File: config.mk
export PLATFORM = sky130hd
export DESIGN_NAME = seg7_scan_driver
export DESIGN_NICKNAME = d
export VERILOG_FILES = /design/src/rtl/seg7_scan_driver.sv
export SDC_FILE = /design/constraint.sdc
export NUM_CORES = 1
export LEC_CHECK = 0
export CORE_UTILIZATION = 42
export CTS_CLUSTER_DIAMETER = 50
export CTS_CLUSTER_SIZE = 14
export DETAILED_ROUTE_END_ITERATION = 10
export GPL_ROUTABILITY_DRIVEN = 1
export PLACE_DENSITY = 0.77
export SLEW_MARGIN = 40
export SYNTH_ARGS = -nofsm -noshare
export SYNTH_HDL_FRONTEND = slang
export SYNTH_SLANG_ARGS = --single-unit
File: constraint.sdc
create_clock -name clk -period 2.8 [get_ports clk]
set_input_delay 0.42 -clock clk [delete_from_list [all_inputs] [get_ports clk]]
set_output_delay 0.42 -clock clk [all_outputs]
set_load 0.005 [all_outputs]
File: src/rtl/seg7_scan_driver.sv
// Multiplexed seven-segment scan driver: resyncs the 1 kHz strobe, steps one digit per strobe,
// blanks all anodes for BLANK_CYCLES after each switch, shadows value/dp_in once per frame.
// Ports: clk/rst (sync, active-high), scan_clk_in (async strobe), value/dp_in/lz_blank/enable in;
//        an/seg/dp registered pin drives, frame_done one-clk pulse on shadow reload.
module seg7_scan_driver #(
    parameter int unsigned DIGITS         = 4,
    parameter int unsigned BLANK_CYCLES   = 16,
    parameter bit          SEG_ACTIVE_LOW = 1'b1,
    parameter bit          AN_ACTIVE_LOW  = 1'b1
) (
    input  logic                  clk,
    input  logic                  rst,
    input  logic                  scan_clk_in,
    input  logic [4*DIGITS-1:0]   value,
    input  logic [DIGITS-1:0]     dp_in,
    input  logic                  lz_blank,
    input  logic                  enable,
    output logic [DIGITS-1:0]     an,
    output logic [6:0]            seg,
    output logic                  dp,
    output logic                  frame_done
);

    localparam int unsigned IDX_W = $clog2(DIGITS);
    localparam int unsigned CNT_W = $clog2(BLANK_CYCLES) + 1;

    localparam logic [IDX_W-1:0]  LAST_IDX = IDX_W'(DIGITS - 1);
    localparam logic [CNT_W-1:0]  CNT_LAST = CNT_W'(BLANK_CYCLES - 1);
    localparam logic [DIGITS-1:0] AN_OFF   = AN_ACTIVE_LOW  ? {DIGITS{1'b1}} : {DIGITS{1'b0}};
    localparam logic [6:0]        SEG_OFF  = SEG_ACTIVE_LOW ? 7'h7F : 7'h00;
    localparam logic              DP_OFF   = SEG_ACTIVE_LOW;

    typedef enum logic {
        ST_BLANK = 1'b0,
        ST_DRIVE = 1'b1
    } state_t;

    state_t                state;
    logic [IDX_W-1:0]      digit_idx;
    logic [CNT_W-1:0]      blank_cnt;
    logic [4*DIGITS-1:0]   shadow_val;
    logic [DIGITS-1:0]     shadow_dp;

    // Strobe synchroniser: s1/s2 resync, s3 is edge-detect history.
    logic                  s1, s2, s3;
    // fill_cnt/armed keep a strobe that is already high when reset releases from
    // looking like a fresh rising edge: a tick is only accepted after s2 has been
    // seen low with real (post-reset) data in it.
    logic [1:0]            fill_cnt;
    logic                  armed;
    logic                  tick;

    assign tick = s2 & ~s3 & armed;

    // Segment decode, active-high {g,f,e,d,c,b,a}.
    function automatic logic [6:0] hex_decode(input logic [3:0] nib);
        logic [6:0] s;
        case (nib)
            4'h0: s = 7'h3F;
            4'h1: s = 7'h06;
            4'h2: s = 7'h5B;
            4'h3: s = 7'h4F;
            4'h4: s = 7'h66;
            4'h5: s = 7'h6D;
            4'h6: s = 7'h7D;
            4'h7: s = 7'h07;
            4'h8: s = 7'h7F;
            4'h9: s = 7'h6F;
            4'hA: s = 7'h77;
            4'hB: s = 7'h7C;
            4'hC: s = 7'h39;
            4'hD: s = 7'h5E;
            4'hE: s = 7'h79;
            default: s = 7'h71;
        endcase
        return s;
    endfunction

    logic [3:0]        cur_nib;
    logic              cur_dp;
    logic [DIGITS-1:0] onehot;
    logic [DIGITS-1:0] lz_sup;
    logic              zero_run;
    logic              drive_on;
    logic [6:0]        seg_hi;
    logic [DIGITS-1:0] an_nxt;
    logic [6:0]        seg_nxt;
    logic              dp_nxt;

    always_comb begin
        cur_nib = 4'h0;
        cur_dp  = 1'b0;
        onehot  = '0;
        for (int i = 0; i < int'(DIGITS); i++) begin
            if (digit_idx == IDX_W'(i)) begin
                cur_nib   = shadow_val[4*i +: 4];
                cur_dp    = shadow_dp[i];
                onehot[i] = 1'b1;
            end
        end

        // A digit is a leading zero when it and every digit above it are zero;
        // a lit decimal point on the digit itself keeps it visible.
        zero_run = 1'b1;
        lz_sup   = '0;
        for (int i = int'(DIGITS) - 1; i >= 1; i--) begin
            zero_run  = zero_run & (shadow_val[4*i +: 4] == 4'h0);
            lz_sup[i] = zero_run & ~shadow_dp[i];
        end

        drive_on = (state == ST_DRIVE) && !(lz_blank && |(lz_sup & onehot));
        seg_hi   = hex_decode(cur_nib);

        an_nxt  = (drive_on && enable) ? (AN_ACTIVE_LOW ? ~onehot : onehot) : AN_OFF;
        seg_nxt = drive_on ? (SEG_ACTIVE_LOW ? ~seg_hi : seg_hi) : SEG_OFF;
        dp_nxt  = drive_on ? (SEG_ACTIVE_LOW ? ~cur_dp : cur_dp) : DP_OFF;
    end

    always_ff @(posedge clk) begin
        if (rst) begin
            s1         <= 1'b0;
            s2         <= 1'b0;
            s3         <= 1'b0;
            fill_cnt   <= 2'd0;
            armed      <= 1'b0;
            state      <= ST_BLANK;
            digit_idx  <= '0;
            blank_cnt  <= '0;
            shadow_val <= '0;
            shadow_dp  <= '0;
            frame_done <= 1'b0;
            an         <= AN_OFF;
            seg        <= SEG_OFF;
            dp         <= DP_OFF;
        end else begin
            s1 <= scan_clk_in;
            s2 <= s1;
            s3 <= s2;
            if (fill_cnt != 2'd2) begin
                fill_cnt <= fill_cnt + 2'd1;
            end
            if (fill_cnt == 2'd2 && !s2) begin
                armed <= 1'b1;
            end

            frame_done <= tick && (digit_idx == LAST_IDX);

            if (tick) begin
                digit_idx <= (digit_idx == LAST_IDX) ? '0 : digit_idx + 1'b1;
                state     <= ST_BLANK;
                blank_cnt <= '0;
                if (digit_idx == LAST_IDX) begin
                    shadow_val <= value;
                    shadow_dp  <= dp_in;
                end
            end else begin
                case (state)
                    ST_BLANK: begin
                        blank_cnt <= blank_cnt + 1'b1;
                        if (blank_cnt == CNT_LAST) begin
                            state <= ST_DRIVE;
                        end
                    end
                    default: ;  // ST_DRIVE holds until the next tick
                endcase
            end

            an  <= an_nxt;
            seg <= seg_nxt;
            dp  <= dp_nxt;
        end
    end

endmodule
* Word level (Yosys, flattened, before mapping)
Memories as Yosys holds them, arrays and structs flattened.
Cells that the tools add are included.
** Word-level totals
- Logic and storage cells :: 72
- Memories :: 1
- Output and inout bits :: 13
- Register bits :: 47
- Bits of input ports :: 25
- Bits in read-only memories :: 112
** Operators by class
- Bitwise logic cells :: 17
- Add/sub/neg operators :: 3
- Muxes and demuxes :: 15
- Reduce and logical (&&, ||, !) cells :: 16
- Eq/ne operators :: 6
** Memories
- (no name shown) :: words 16, width 7, read ports 1, clocked after memory_dff 0, wr ports 0, line 58 : case (nib)
** Operators with widths (number)
- $mux W4 :: 4
- $logic_not A4 Y1 :: 3
- $mux W1 :: 10
- $and A1 B1 Y1 :: 7
- $not A1 Y1 :: 7
- $not A7 Y7 :: 1
- $eq A2 B2 Y1 const B :: 3
- $reduce_or A2 Y1 :: 3
- $add A5 B1 Y5 const B :: 1
- $eq A5 B4 Y1 const B :: 1
- $logic_and A1 B1 Y1 :: 5
- $add A2 B1 Y2 const B :: 2
- $and A4 B4 Y4 :: 1
- $not A4 Y4 :: 1
- $reduce_or A4 Y1 :: 1
- $eq A2 B1 Y1 const B :: 1
- $logic_not A1 Y1 :: 2
- $logic_not A2 Y1 :: 1
- $mux W2 :: 1
- $ne A2 B2 Y1 const B :: 1
- $reduce_and A2 Y1 :: 1

* Depth between registers and ports, before layout
Gate-level depths: netlist (run 1).
- Word-level depth :: 12
- Gate-level depth with buffers :: 11
- Gate-level depth less buffers :: 10

* Worst setup path after synthesis (run 1)
Ideal clock, no wire load.
- Path type :: reg-to-reg
- Start point :: register digit_idx[0]
- End point :: register seg[5]
- Period minus slack after synthesis :: 2.178 ns
- Required time :: 2.674 ns
- Library setup time :: 0.126 ns
- Data arrival time :: 2.052 ns
- Buffers on the path :: 0
- Stages on the path, launching flop included :: 11
- Slack :: 0.622 ns
- Cell sequence :: dfxtp_1 inv_1 ha_1 and2b_1 a221oi_1 a221oi_2 inv_1 ha_1 mux2_1 nand2_1 o211ai_1
** On the way
- Cells in the longest elaborated chain, start to end :: 9
- Elaborated cells on any way between the ends :: 21
- Those cells by class :: eq/ne (3); mux (8); bitwise (3); reduce/logical (6); memory (1)
** RTL lines
- start: declaration :: line 39 : logic [IDX_W-1:0] digit_idx;
- start signal: assignment :: line 149 : digit_idx <= (digit_idx == LAST_IDX) ? '0 : digit_idx + 1'b1;
- parallel branches: the longest is 9 deep, another holds $mem_v2 Z16 W7
- end signal: assignment :: line 169 : seg <= seg_nxt;
- end: declaration :: line 19 : output logic [6:0] seg,
Several ways; the timed one is not identified.
A chain may end at the register's enable or synchronous reset.

* Final worst setup path (run 1)
- Start point :: register digit_idx[1]
- End point :: register seg[5]
The elaborated chain is that of the path after synthesis.

==> flow_summary.json, run 1 <==
{
  "synth_top_flop_cell": "dfxtp_1",
  "fin_util_pct": 55.6,
  "cap_viol_max_count": 0,
  "yosys.area.top_type_share_pct": 44.3,
  "synth_area_leaders": "dfxtp_1 (44%), a22o_1 (9.1%), ha_1 (7.7%)",
  "vias_per_cell": 4.96,
  "max_freq_ghz": 0.402,
  "wirelength_microns": 3850,
  "fin_setup_tns_ps": 0,
  "grt-ovfl-total": 0,
  "post-route-min-period_ps": 2490,
  "post-route-drc-count": 0,
  "areaGrowthSynthToFinish_pct": 25.2,
  "slew_headroom_pct": 57.1,
  "chipHeight_microns": 73.1,
  "crit_chain": "ha_1 > or2_2 > a221oi_1 > a221oi_2 > inv_1 > ha_1 > mux2_1 > nand2_1 > o211ai_1",
  "cts_max_path_buffers": 2,
  "finalHoldViolCount": 0,
  "skew_ps": 10.4,
  "start_kind": "flip-flop",
  "cpPeakStageDelay_ps": 410,
  "rows": 25,
  "antenna_left": 0,
  "arrival_ps": 2670,
  "yosysWarnings": 0,
  "outcome": "complete, no violations",
  "power_frac_comb_pct": 9.1,
  "h-tree-depth": 2,
  "clk_pin_slew_ps": 90,
  "postSynthAreaPerCell_sq_um": 10.6,
  "synth_edf_count": 0,
  "setup.worst_path.class": "flip-flop to flip-flop",
  "p_switching_mw": 0.295,
  "power_density_mw_per_mm2": 507,
  "fin_crit_sh_pct": 88.9,
  "cts_tree": "yes",
  "die-area_sq_mm": 0.00535,
  "diodes": 0,
  "hold_buffers": 0,
  "dr.pass1.iters": 4,
  "grt_pass1_wl_microns": 6590,
  "swShare_pct": 21.9,
  "crit_top_cell": "ha_1",
  "synth_nets": 239,
  "syn-instance-count": 201,
  "final_layout_size_suffix_gt1_share_pct": 12.8,
  "grt_pass1_vias": 1497,
  "dp_hpwl_microns": 2920,
  "clkLatencyLatePin_ps": 300,
  "placed_area_sq_mm": 0.00254,
  "grt_setup_unrepaired": "no",
  "p_leak_nw": 1.02,
  "start_util_pct": 44.4,
  "post-cts-setup-buffer-count": 0,
  "io_pins": 38,
  "wl_per_cell_microns": 12.5,
  "seq_power_share_pct": 52.4,
  "tightestPinTransition_ps": 641,
  "port_buffers": 37,
  "hold_class": "flip-flop to flip-flop",
  "clkPwrFrac_pct": 38.5,
  "p_int_mw": 1.06,
  "coreArea_sq_mm": 0.00479,
  "peakVddDrop_mv": 0.362,
  "crit_required_ps": 2980,
  "setup_violations": 0,
  "nets": 279,
  "antenna_found_initial": 0,
  "synthArstFlopShare_pct": 0,
  "cts_num_sinks": 47,
  "slew_violations": 0,
  "yosysSeqAreaShare_pct": 44.3,
  "num_vias": 1532,
  "syn_area_sq_mm": 0.00213,
  "cp_top_family": "adder cells",
  "synth_top_area_cell": "dfxtp_1",
  "slowest_stage": "ha_1",
  "drt_first_iter_violations": 51,
  "ys_types": 43,
  "cts_resized": 0,
  "cts_made_buffers": 5,
  "grt_use_total_pct": 16.4,
  "hold_ws_ps": 444,
  "critPathCaptureType": "flip-flop",
  "grt_max_degree": 16,
  "cts-root-buf": "clkbuf_8",
  "gp_congestion": 0.796,
  "die_w_microns": 73.1,
  "fin_area_sq_mm": 0.00266,
  "yosys_register_bits": 47,
  "critPathMaxFanout": 9,
  "critPathBufInv": 1
}
sequential cells by signal, summed over array words and instances (netlist names):
| name | count |
|---|---|
| shadow_val | 16 |
| seg | 7 |
| blank_cnt | 5 |
| an | 4 |
| shadow_dp | 4 |
| digit_idx | 2 |
| fill_cnt | 2 |
| armed | 1 |
| dp | 1 |
| frame_done | 1 |
| s1 | 1 |
| s2 | 1 |
| s3 | 1 |
| state | 1 |
layout by cell type, fill, tap and decap left out, types with 2 or more instances in the layout:
cell / synthesis / final
dfxtp_1: 47 / 47
clkdlybuf4s50_1: 0 / 37
a22o_1: 22 / 22
nor2_1: 20 / 20
ha_1: 13 / 13
inv_1: 12 / 12
buf_4: 0 / 9
nand2_1: 8 / 8
a21oi_1: 7 / 7
nor2b_1: 6 / 6
clkbuf_8: 0 / 6
mux2i_1: 5 / 5
nand3_1: 4 / 4
nor4_1: 3 / 3
o211ai_1: 3 / 3
a211oi_2: 3 / 3
xor2_1: 3 / 3
or2_2: 2 / 2
a221oi_2: 2 / 2
nor3b_1: 2 / 2
mux2_1: 2 / 2
nand2b_1: 2 / 2
o221ai_1: 2 / 2
xnor2_1: 2 / 2
cells in the mapped netlist (4+ instances only):
cell type / instances
buf_6: 5
inv_1: 12
nand2_1: 8
nor2_1: 20
nand3_1: 4
a22o_1: 22
mux2i_1: 5
clkbuf_1: 4
nor2b_1: 6
dfxtp_1: 47
ha_1: 13
a21oi_1: 7
cells by family (layout without fill, tap and decap cells):
family,Yosys count,in the layout,synth area share (%)
AO/OA/AOI/OAI,47,47,20.5
XOR/XNOR,5,5,2.06
adder cells (fa/ha/maj),13,13,7.65
buffers and inverters,25,66,7.12
flip-flops,47,47,44.3
multiplexers,7,7,3.41
AND/OR/NAND/NOR,57,57,15.0
power by group through the flow:
stage | Sequential, mW | Clock [mW] | Combinational, mW
after global placement | 0.723 | 0 | 0.120
final | 0.708 | 0.521 | 0.122
after CTS | 0.708 | 0.531 | 0.123
after detailed placement | 0.724 | 0 | 0.122
after global routing | 0.712 | 0.564 | 0.144
after floorplan | 0.721 | 0 | 0.0749
final timing paths:
| path | end | slack (ps) | cells past startpoint | from |
|---|---|---|---|---|
| hold / removal | s2 | 440 | 1 | s1 |
| setup reg to reg | seg[5] | 310 | 9 | digit_idx[1] |
| setup / recovery | seg[5] | 310 | 9 | digit_idx[1] |
| hold reg to reg | s2 | 440 | 1 | s1 |
cell type report:
| class | count | area (sq um) |
|---|---|---|
| Timing Repair Buffer | 46 | 438 |
| Sequential cell | 47 | 941 |
| Clock buffer | 6 | 82.6 |
| Clock inverter | 2 | 38.8 |
| Inverter | 12 | 45.0 |
| Fill cell | 408 | 2120 |
| Multi-Input combinational cell | 129 | 1030 |
| Tap cell | 67 | 83.8 |
per-layer routing:
| metal | GRT usage (%) | vias to the layer above | share of wire, % |
|---|---|---|---|
| li1 | - | 786 | - |
| met1 | 19.7 | 712 | 48 |
| met2 | 27.6 | 27 | 47 |
| met3 | 3.31 | 7 | 2.8 |
| met4 | 8.28 | 0 | 1.8 |
| met5 | 0 | - | 0 |
per-stage QoR:
step,power [mW],worst slack (ps),std cells
after floorplan,0.796,622,201
after global placement,0.842,456,301
after detailed placement,0.845,344,301
after CTS,1.36,310,309
after global routing,1.42,122,309
final,1.35,309,309
Power figures use the tool's default switching activity.
==> run 2: changes to the inputs <==
- CTS_CLUSTER_SIZE: 14 -> 16
- SETUP_SLACK_MARGIN: not set -> 0.15
==> run 2 against run 1 <==
Utilization increased by 0.16 points. Worst hold slack about the same. Combinational power barely moved. Register-to-register slack better by 60 ps. Non-clock buffer count grew 1. Sequential cell count is the same. Global-route usage unchanged. Clock skew increased by 0.55 ps. Cell area grew 0.28%. Critical endpoint is now seg[6]. Largest cell class unchanged.
==> flow_summary.json, run 2 (synthesis results as in run 1) <==
{
  "outcome": "complete, no violations",
  "dp_hpwl_microns": 2920,
  "crit_start": "digit_idx[0]",
  "setup.worst_path.class": "flip-flop to flip-flop",
  "vias_per_cell": 4.98,
  "layout_commonest_cell": "dfxtp_1",
  "cts_made_buffers": 5,
  "coreArea_sq_mm": 0.00479,
  "cts_max_path_buffers": 2,
  "clkLatencyLatePin_ps": 300,
  "final_layout_size_suffix_gt1_share_pct": 13.2,
  "num_vias": 1544,
  "fin_crit_sh_pct": 86.7,
  "cts_tree": "yes",
  "cap_viol_max_count": 0,
  "p_leak_nw": 1.03,
  "largest_register_ffs": 16,
  "grt_setup_unrepaired": "no",
  "io_pins": 38,
  "power_density_mw_per_mm2": 506,
  "grt-ovfl-total": 0,
  "chipHeight_microns": 73.1,
  "top_regs": "shadow_val (16), seg (7), blank_cnt (5)",
  "start_util_pct": 44.4,
  "critPathMaxFanout": 9,
  "antenna_left": 0,
  "worstReg2RegEnd": "seg[6]",
  "finalHoldViolCount": 0,
  "critPathCaptureType": "flip-flop",
  "peakVddDrop_mv": 0.361,
  "rr_startpoint": "digit_idx[0]",
  "clk_pin_slew_ps": 90,
  "max_freq_ghz": 0.412,
  "finalWorstSetupSlack_ps": 372,
  "die_w_microns": 73.1,
  "post-route-min-period_ps": 2430,
  "cts_resized": 0,
  "setup_violations": 0,
  "gp_congestion": 0.796,
  "dr.pass1.iters": 4,
  "grt_max_degree": 16,
  "cts_num_sinks": 47,
  "post-route-drc-count": 0,
  "areaGrowthSynthToFinish_pct": 25.6,
  "start_kind": "flip-flop",
  "crit_required_ps": 2980,
  "nets": 280,
  "hold_class": "flip-flop to flip-flop",
  "r2r_slack_ps": 370,
  "arrival_ps": 2610,
  "worstSetupEndpoint": "seg[6]",
  "die-area_sq_mm": 0.00535,
  "diodes": 0,
  "cts-root-buf": "clkbuf_8",
  "tightestPinTransition_ps": 646,
  "grt_pass1_wl_microns": 6590,
  "h-tree-depth": 2,
  "grt_pass1_vias": 1497,
  "final_cell_mix": "dfxtp_1 (47), clkdlybuf4s50_1 (37), a22o_1 (22)",
  "skew_ps": 10.9,
  "port_buffers": 37,
  "drt_first_iter_violations": 36,
  "top_register": "shadow_val",
  "wirelength_microns": 3880,
  "fin_setup_tns_ps": 0,
  "antenna_found_initial": 0,
  "wl_per_cell_microns": 12.5,
  "grt_use_total_pct": 16.4,
  "reg2reg_depth": 9,
  "slew_headroom_pct": 56.8,
  "slew_violations": 0,
  "rows": 25,
  "pre_cts_slack_ps": 344
}
==> run 2: report_power, final <==
part           internal (mW)  switching, mW  leakage [nW]
Sequential             0.694         0.0144         0.381
Clock                  0.294          0.226        0.0618
Combinational         0.0687         0.0533         0.583
Total                   1.06          0.294          1.03
==> run 2: repair_timing <==
| action | in CTS | in global routing |
|---|---|---|
| hold buffers | 0 | 0 |
| setup buffers | 0 | 1 |
| setup endpoints to repair | 0 | 1 |
==> run 2: area by class of cell <==
cell class / count / area (sq um)
inverter: 12 / 45.0
clock buffer: 6 / 82.6
fill: 407 / 2120
clock inverter: 2 / 38.8
multi-input combinational: 129 / 1030
timing repair buffer: 47 / 445
tap: 67 / 83.8
sequential: 47 / 941
==> run 2: stage by stage <==
step | hold WS [ps] | instances | instance area (sq um) | total power, mW | utilization (%)
after floorplan | 414 | 201 | 2130 | 0.796 | -
after global placement | 424 | 301 | 2540 | 0.842 | 53.1
after detailed placement | 426 | 301 | 2540 | 0.845 | 53.1
after CTS | 448 | 309 | 2660 | 1.36 | 55.6
after global routing | 480 | 310 | 2670 | 1.42 | 55.8
final | 444 | 310 | 2670 | 1.35 | 55.8
==> run 2: worst min path at each step <==
stage	slack (ps)	cells after the start	to	from
final	440	1	s2	s1
after CTS	450	1	s2	s1
after global placement	420	1	s2	s1
after floorplan	410	1	s2	s1
after global routing	480	1	s2	s1
after detailed placement	430	1	s2	s1
==> run 2: worst max-delay path: stages (launching register included) <==
cell	delay [ps]
dfxtp_1	340
ha_1	340
or2_2	360
a221oi_1	320
a221oi_2	90
buf_4	170
ha_1	240
mux2_1	300
nand2_1	70
o211ai_1	80
==> run 2: routing by layer <==
layer | wire [microns] | track usage, % | vias to the layer above
li1 | - | - | 787
met1 | 1830 | 19.7 | 714
met2 | 1850 | 27.6 | 36
met3 | 131 | 3.31 | 7
met4 | 68 | 8.28 | 0
met5 | 0 | 0 | -
==> run 3: changes to the inputs <==
--- a/config.mk
+++ b/config.mk
@@ -7,2 +7,4 @@
 export LEC_CHECK = 0
+export ABC_AREA = 1
+export ABC_CLOCK_PERIOD_IN_PS = 2800
 export CORE_UTILIZATION = 42
--- a/constraint.sdc
+++ b/constraint.sdc
@@ -3,2 +3,2 @@
 set_output_delay 0.42 -clock clk [all_outputs]
-set_load 0.005 [all_outputs]
+set_load 0.1 [all_outputs]
==> run 3 against run 2 <==
Synthesized area up 3.4%. Via count up 19%. Critical path depth is 3 higher. Non-clock buffer count is 10 lower. Cell count is 24% higher. Die area rose by 3.3%. Utilization down 0.89 points. Sequential cell count did not move. First-iteration DRC count increased by 64%. Combinational power increased by 9.8%. Power about the same. Fmax up 11%. Highest routed layer unchanged.
==> flow_summary.json, run 3 <==
{
  "grt_pass1_vias": 1743,
  "wl_met1_microns": 2030,
  "hold_class": "flip-flop to flip-flop",
  "gp_congestion": 0.897,
  "final_cell_mix": "nand2_1 (78), dfxtp_1 (47), nand3_1 (29)",
  "power_density_mw_per_mm2": 504,
  "post-cts-setup-buffer-count": 0,
  "crit_top_cell": "inv_1",
  "yosysWarnings": 0,
  "wirelength_microns": 4180,
  "wl_per_cell_microns": 10.9,
  "cts_max_path_buffers": 2,
  "cts_tree": "yes",
  "synth_area_leaders": "dfxtp_1 (43%), nand2_1 (13%), ha_1 (7.4%)",
  "multi_input_area_sq_mm": 0.00107,
  "rr_startpoint": "digit_idx[0]",
  "vias_per_cell": 4.76,
  "synth_nets": 318,
  "die_w_microns": 74.3,
  "start_kind": "flip-flop",
  "cts_num_sinks": 47,
  "power_frac_comb_pct": 9.9,
  "chipHeight_microns": 74.3,
  "max_freq_ghz": 0.458,
  "slew_violations": 0,
  "drt_first_iter_violations": 59,
  "grt_max_degree": 22,
  "cts-root-buf": "clkbuf_8",
  "yosys.area.top_type_share_pct": 42.8,
  "fin_setup_tns_ps": 0,
  "critPathBufInv": 4,
  "setup.worst_path.class": "flip-flop to flip-flop",
  "cts_resized": 0,
  "clk_pin_slew_ps": 80,
  "synth_top_flop_cell": "dfxtp_1",
  "critPathMaxFanout": 8,
  "synth_edf_count": 0,
  "ff_latch_area_sq_um": 941,
  "worstReg2RegEnd": "seg[1]",
  "antenna_found_initial": 0,
  "ys_top_cells_by_count": "nand2_1 (78), dfxtp_1 (47), nand3_1 (29), inv_1 (28), nor2_1 (15)",
  "r2r_slack_ps": 620,
  "critPathCaptureType": "flip-flop",
  "postSynthAreaPerCell_sq_um": 7.85,
  "post-route-drc-count": 0,
  "slew_headroom_pct": 59.4,
  "io_pins": 38,
  "arrival_ps": 2430,
  "hold_buffers": 0,
  "top_regs": "shadow_val (16), seg (7), blank_cnt (5)",
  "p_int_mw": 1.04,
  "dr.pass1.iters": 4,
  "dr_wl_met2_microns": 1880,
  "outcome": "complete, no violations",
  "final_layout_size_suffix_gt1_share_pct": 15.4,
  "yosysSeqAreaShare_pct": 42.8,
  "p_switching_mw": 0.306,
  "port_buffers": 37,
  "hold_start": "s1",
  "dp_hpwl_microns": 3190,
  "reg2reg_depth": 12,
  "synth_top_area_cell": "dfxtp_1",
  "synthArstFlopShare_pct": 0,
  "min_to": "s2",
  "h-tree-depth": 2,
  "die-area_sq_mm": 0.00552,
  "crit_chain": "inv_1 > ha_1 > inv_2 > nand3_1 > nand2_1 > nand2_1 > inv_1 > ha_1 > inv_1 > nand3_2 > or2_0 > nand3_1",
  "cap_viol_max_count": 0,
  "cpPeakStageDelay_ps": 390,
  "layout_commonest_cell": "nand2_1",
  "syn_area_sq_mm": 0.00220,
  "grt_use_total_pct": 17.4,
  "finalHoldViolCount": 0,
  "nets": 355,
  "wl_met3_microns": 190,
  "rows": 25,
  "clkPwrFrac_pct": 38.0,
  "setup_violations": 0,
  "post-route-min-period_ps": 2180,
  "p_leak_nw": 1.13,
  "ys_types": 29,
  "antenna_left": 0,
  "total_power_mw": 1.35,
  "fin_crit_sh_pct": 78.0,
  "tightestPinTransition_ps": 609,
  "slowest_stage": "ha_1",
  "cp_top_family": "simple AND/OR/NAND/NOR gates",
  "top_register": "shadow_val",
  "fillers": 489,
  "skew_ps": 3.36,
  "grt_pass1_wl_microns": 7270,
  "yosysMostFrequentCell": "nand2_1",
  "swShare_pct": 22.7,
  "yosys_register_bits": 47,
  "crit_required_ps": 3040,
  "peakVddDrop_mv": 0.302,
  "grt_setup_unrepaired": "no",
  "grt-ovfl-total": 0,
  "areaGrowthSynthToFinish_pct": 21.9,
  "maxUsedRoutingLayer": "met4",
  "syn-instance-count": 280,
  "coreArea_sq_mm": 0.00488,
  "num_vias": 1833,
  "largest_register_ffs": 16,
  "clkLatencyLatePin_ps": 300,
  "start_util_pct": 45.0,
  "seq_power_share_pct": 52.1,
  "cts_made_buffers": 5,
  "diodes": 0,
  "worstHoldPathCells": 2
}
run 3: per-layer routing:
metal  global-route usage, %  vias up
li1                        -      966
met1                    20.1      816
met2                    30.6       44
met3                    3.52        7
met4                    8.81        0
met5                       0        -
run 3: tightest hold or removal path, cell delays in order, from the launching register on:
cell and delay [ps]:
dfxtp_1 300, inv_1 40, nor2_1 30
run 3: cell families (layout without fill, tap and decap cells):
family	Yosys count	in the layout	synth area share [%]
and+or+nand+nor	145	145	31.2
DFF	47	47	42.8
buffers and inverters	40	78	8.26
AOI/OAI and AO/OA	33	33	9.57
adders and majority gates	13	13	7.40
xor gates and xnor gates	2	2	0.797
run 3: stage by stage:
| step | hold slack (ps) | instance area, sq um | utilization [%] | std cells | worst slack [ps] |
|---|---|---|---|---|---|
| after floorplan | 388 | 2200 | - | 280 | 900 |
| after global placement | 391 | 2560 | 52.5 | 377 | 656 |
| after detailed placement | 398 | 2560 | 52.5 | 377 | 596 |
| after CTS | 412 | 2680 | 54.9 | 385 | 612 |
| after global routing | 436 | 2680 | 54.9 | 385 | 422 |
| final | 410 | 2680 | 54.9 | 385 | 616 |
run 3: worst max-delay path by stage:
stage	endpoint	depth (start not counted)	slack (ps)	startpoint
after CTS	seg[1]	12	610	digit_idx[0]
after detailed placement	an[1]	5	600	rst
after global placement	seg[0]	5	660	rst
final	seg[1]	12	620	digit_idx[0]
after global routing	seg[1]	12	420	digit_idx[0]
after floorplan	seg[1]	12	900	digit_idx[0]
run 3: power groups by stage:
stage / sequential, mW / combinational (mW) / clock [mW]
3_5_place_dp: 0.718 / 0.134 / 0
5_1_grt: 0.705 / 0.154 / 0.553
3_3_place_gp: 0.716 / 0.130 / 0
2_1_floorplan: 0.715 / 0.0839 / 0
4_1_cts: 0.702 / 0.135 / 0.524
6_report: 0.702 / 0.134 / 0.513
run 3: layout make-up:
cell class / count / area share [%]
multi-input combinational: 193 / 40.1
sequential: 47 / 35.1
tap: 67 / 3.13
clock buffer: 6 / 3.08
inverter: 33 / 4.62
timing repair buffer: 37 / 12.6
clock inverter: 2 / 1.31
==> variant: new RTL, config.mk and constraints of run 2 <==
Remove the register `seg`: a continuous assignment takes its place, so the output `seg` follows one clock earlier. Comments in the files are not updated.
--- a/src/rtl/seg7_scan_driver.sv
+++ b/src/rtl/seg7_scan_driver.sv
@@ -132,3 +132,2 @@
             an         <= AN_OFF;
-            seg        <= SEG_OFF;
             dp         <= DP_OFF;
@@ -168,3 +167,2 @@
             an  <= an_nxt;
-            seg <= seg_nxt;
             dp  <= dp_nxt;
@@ -173,2 +171,4 @@
 
+    assign seg = seg_nxt;
+
 endmodule
Check against the original RTL: same outputs for any inputs over 10 cycles, from zero or initial values and one cycle with rst high; that may be too few to reach the edited logic, so the function may still have changed.
==> variant against run 2 <==
Power shrank 17%; fmax decreased by 11%; critical endpoint is now seg[3]; critical path type is now reg2out; setup slack got worse by 300 ps; register-to-register slack improved by 310 ps; synthesized area is 12% lower; final cell count fell by 0.97%; highest routed layer unchanged; sequential cell count decreased by 7; wire length up 7.8%; final area up 0.84%.
==> variant: results (changes against run 2) <==
The register clock-pin slew on the reported worst setup and hold paths was 70 ps (-20 ps). The maximum number of pins on one net before global-route repair came out at 21 (+5). The total number of nets in the final design came out at 294 (+5.0%). The arrival time of the worst setup path came out at 2310 ps (-300 ps). The sequential fraction of the synthesis area came out at 42.92% (-1.3 points). The standard cell with the maximum stage delay on the critical path is sky130_fd_sc_hd__dfxtp_4.

The routed length per placed instance came out at 13.63 µm (+8.9%). The net load switching power came out at 263.1 µW (-11%). The maximum frequency from static timing analysis came to 0.3667 GHz (-11%). The worst clock skew came to 6.519 ps (-4.411 ps). The largest incremental delay on the critical path came out at 380 ps (+20 ps). The global-route usage over all layers is 18.80% (+2.4 points). The worst setup timing slack at the placement stage was -32.26 ps (-376.7 ps). The minimum setup slack among reg-to-reg paths came to 680 ps (+310 ps). The via count of the first global-routing pass came out at 1398 (-6.6%). The final hold slack is 442.6 ps (-1.371 ps). The maximum fanout along the worst path is 6 (-3). The run finished with clean final reports.

The cell count after synthesis came to 197 (-2.0%). The combinational fraction of design power is 11.3% (+2.3 points). In the synthesized netlist, the cells that appear most often are 40 x sky130_fd_sc_hd__dfxtp_1, 21 x sky130_fd_sc_hd__a22o_1, 20 x sky130_fd_sc_hd__nor2_1. The final estimated routing congestion in global placement is 0.8029 (+0.93%). The sequential cell area in the final layout is 808.3 µm² (-14%).

The post-synthesis net count is 235 (-1.7%). The worst voltage drop across the vdd grid is 301.3 µV (-16%). The placed wire-length estimate after detailed placement is 2.842 mm (-2.7%). The largest registers in the layout are shadow_val x16, blank_cnt x5. The number of vias per cell after detailed routing came out at 5.160 (+3.6%). Ranked by total cell area, the synthesized netlist is headed by sky130_fd_sc_hd__dfxtp_1 43%, sky130_fd_sc_hd__a22o_1 9.9%, sky130_fd_sc_hd__ha_1 8.7%, sky130_fd_sc_hd__nor2_1 4.0%, sky130_fd_sc_hd__nor2b_1 2.7%. The wire length of the first global-routing pass came out at 6.327 mm (-4.0%). The wire length after detailed routing came out at 4.185 mm (+7.8%). The power per cell area is 417.8 nW/µm² (-17%).

The slew at the pin closest to its max-slew limit came out at 457.0 ps (-189.0 ps). The total clock network power came out at 390 µW (-25%). The category of cells accounting for the largest share of critical-path delay is buffers and inverters. The number of inserted filler cells in the final layout is 330 (-19%). The area of placed instances came to 2361 µm² (-7.1%).
[variant: cell count changes after synthesis, moves of 3 or more]
cell,change
sky130_fd_sc_hd__a211oi_2,-3
sky130_fd_sc_hd__buf_6,-4
sky130_fd_sc_hd__nand4b_1,+4
sky130_fd_sc_hd__dfxtp_1,-7
sky130_fd_sc_hd__clkbuf_1,+3
[variant: path summary, 6_finish.rpt]
path                        startpoint            end  cells past startpoint
max          digit_idx[1]$_SDFFE_PP0P_         seg[3]                     10
min                      s1$_SDFF_PP0_  s2$_SDFF_PP0_                      1
max reg2reg  digit_idx[1]$_SDFFE_PP0P_  dp$_SDFF_PP1_                      8
min reg2reg              s1$_SDFF_PP0_  s2$_SDFF_PP0_                      1
[variant: what timing repair did]
item | in CTS | in global routing
endpoints found under the setup margin | 7 | 7
pin swaps | 5 | 13
endpoints found under the hold margin | 0 | 0
gates resized for setup | 46 | 23
setup buffers | 7 | 4
[variant: metal layers]
| metal | wire length, µm | vias up | global-route usage [%] |
|---|---|---|---|
| li1 | - | 814 | - |
| met1 | 1898 | 722 | 22.55 |
| met2 | 2007 | 41 | 31.13 |
| met3 | 199 | 7 | 5.099 |
| met4 | 80 | 0 | 8.594 |
| met5 | 0 | - | 0 |
[variant: cells by family after synthesis]
kind of cell | share of synthesized area [%]
adder cells (fa/ha/maj) | 8.719
multiplexers | 2.750
AND/OR/NAND/NOR | 17.24
flip-flops | 42.92
XOR/XNOR | 2.348
AO/OA/AOI/OAI | 19.92
buffers and inverters | 6.104
[variant: cell type report]
cell class / count / area share [%]
clock buffer: 6 / 3.067
clock inverter: 2 / 0.3717
inverter: 13 / 1.998
multi-input combinational: 131 / 40.52
sequential: 40 / 30.02
tap: 50 / 2.323
timing repair buffer: 65 / 21.70
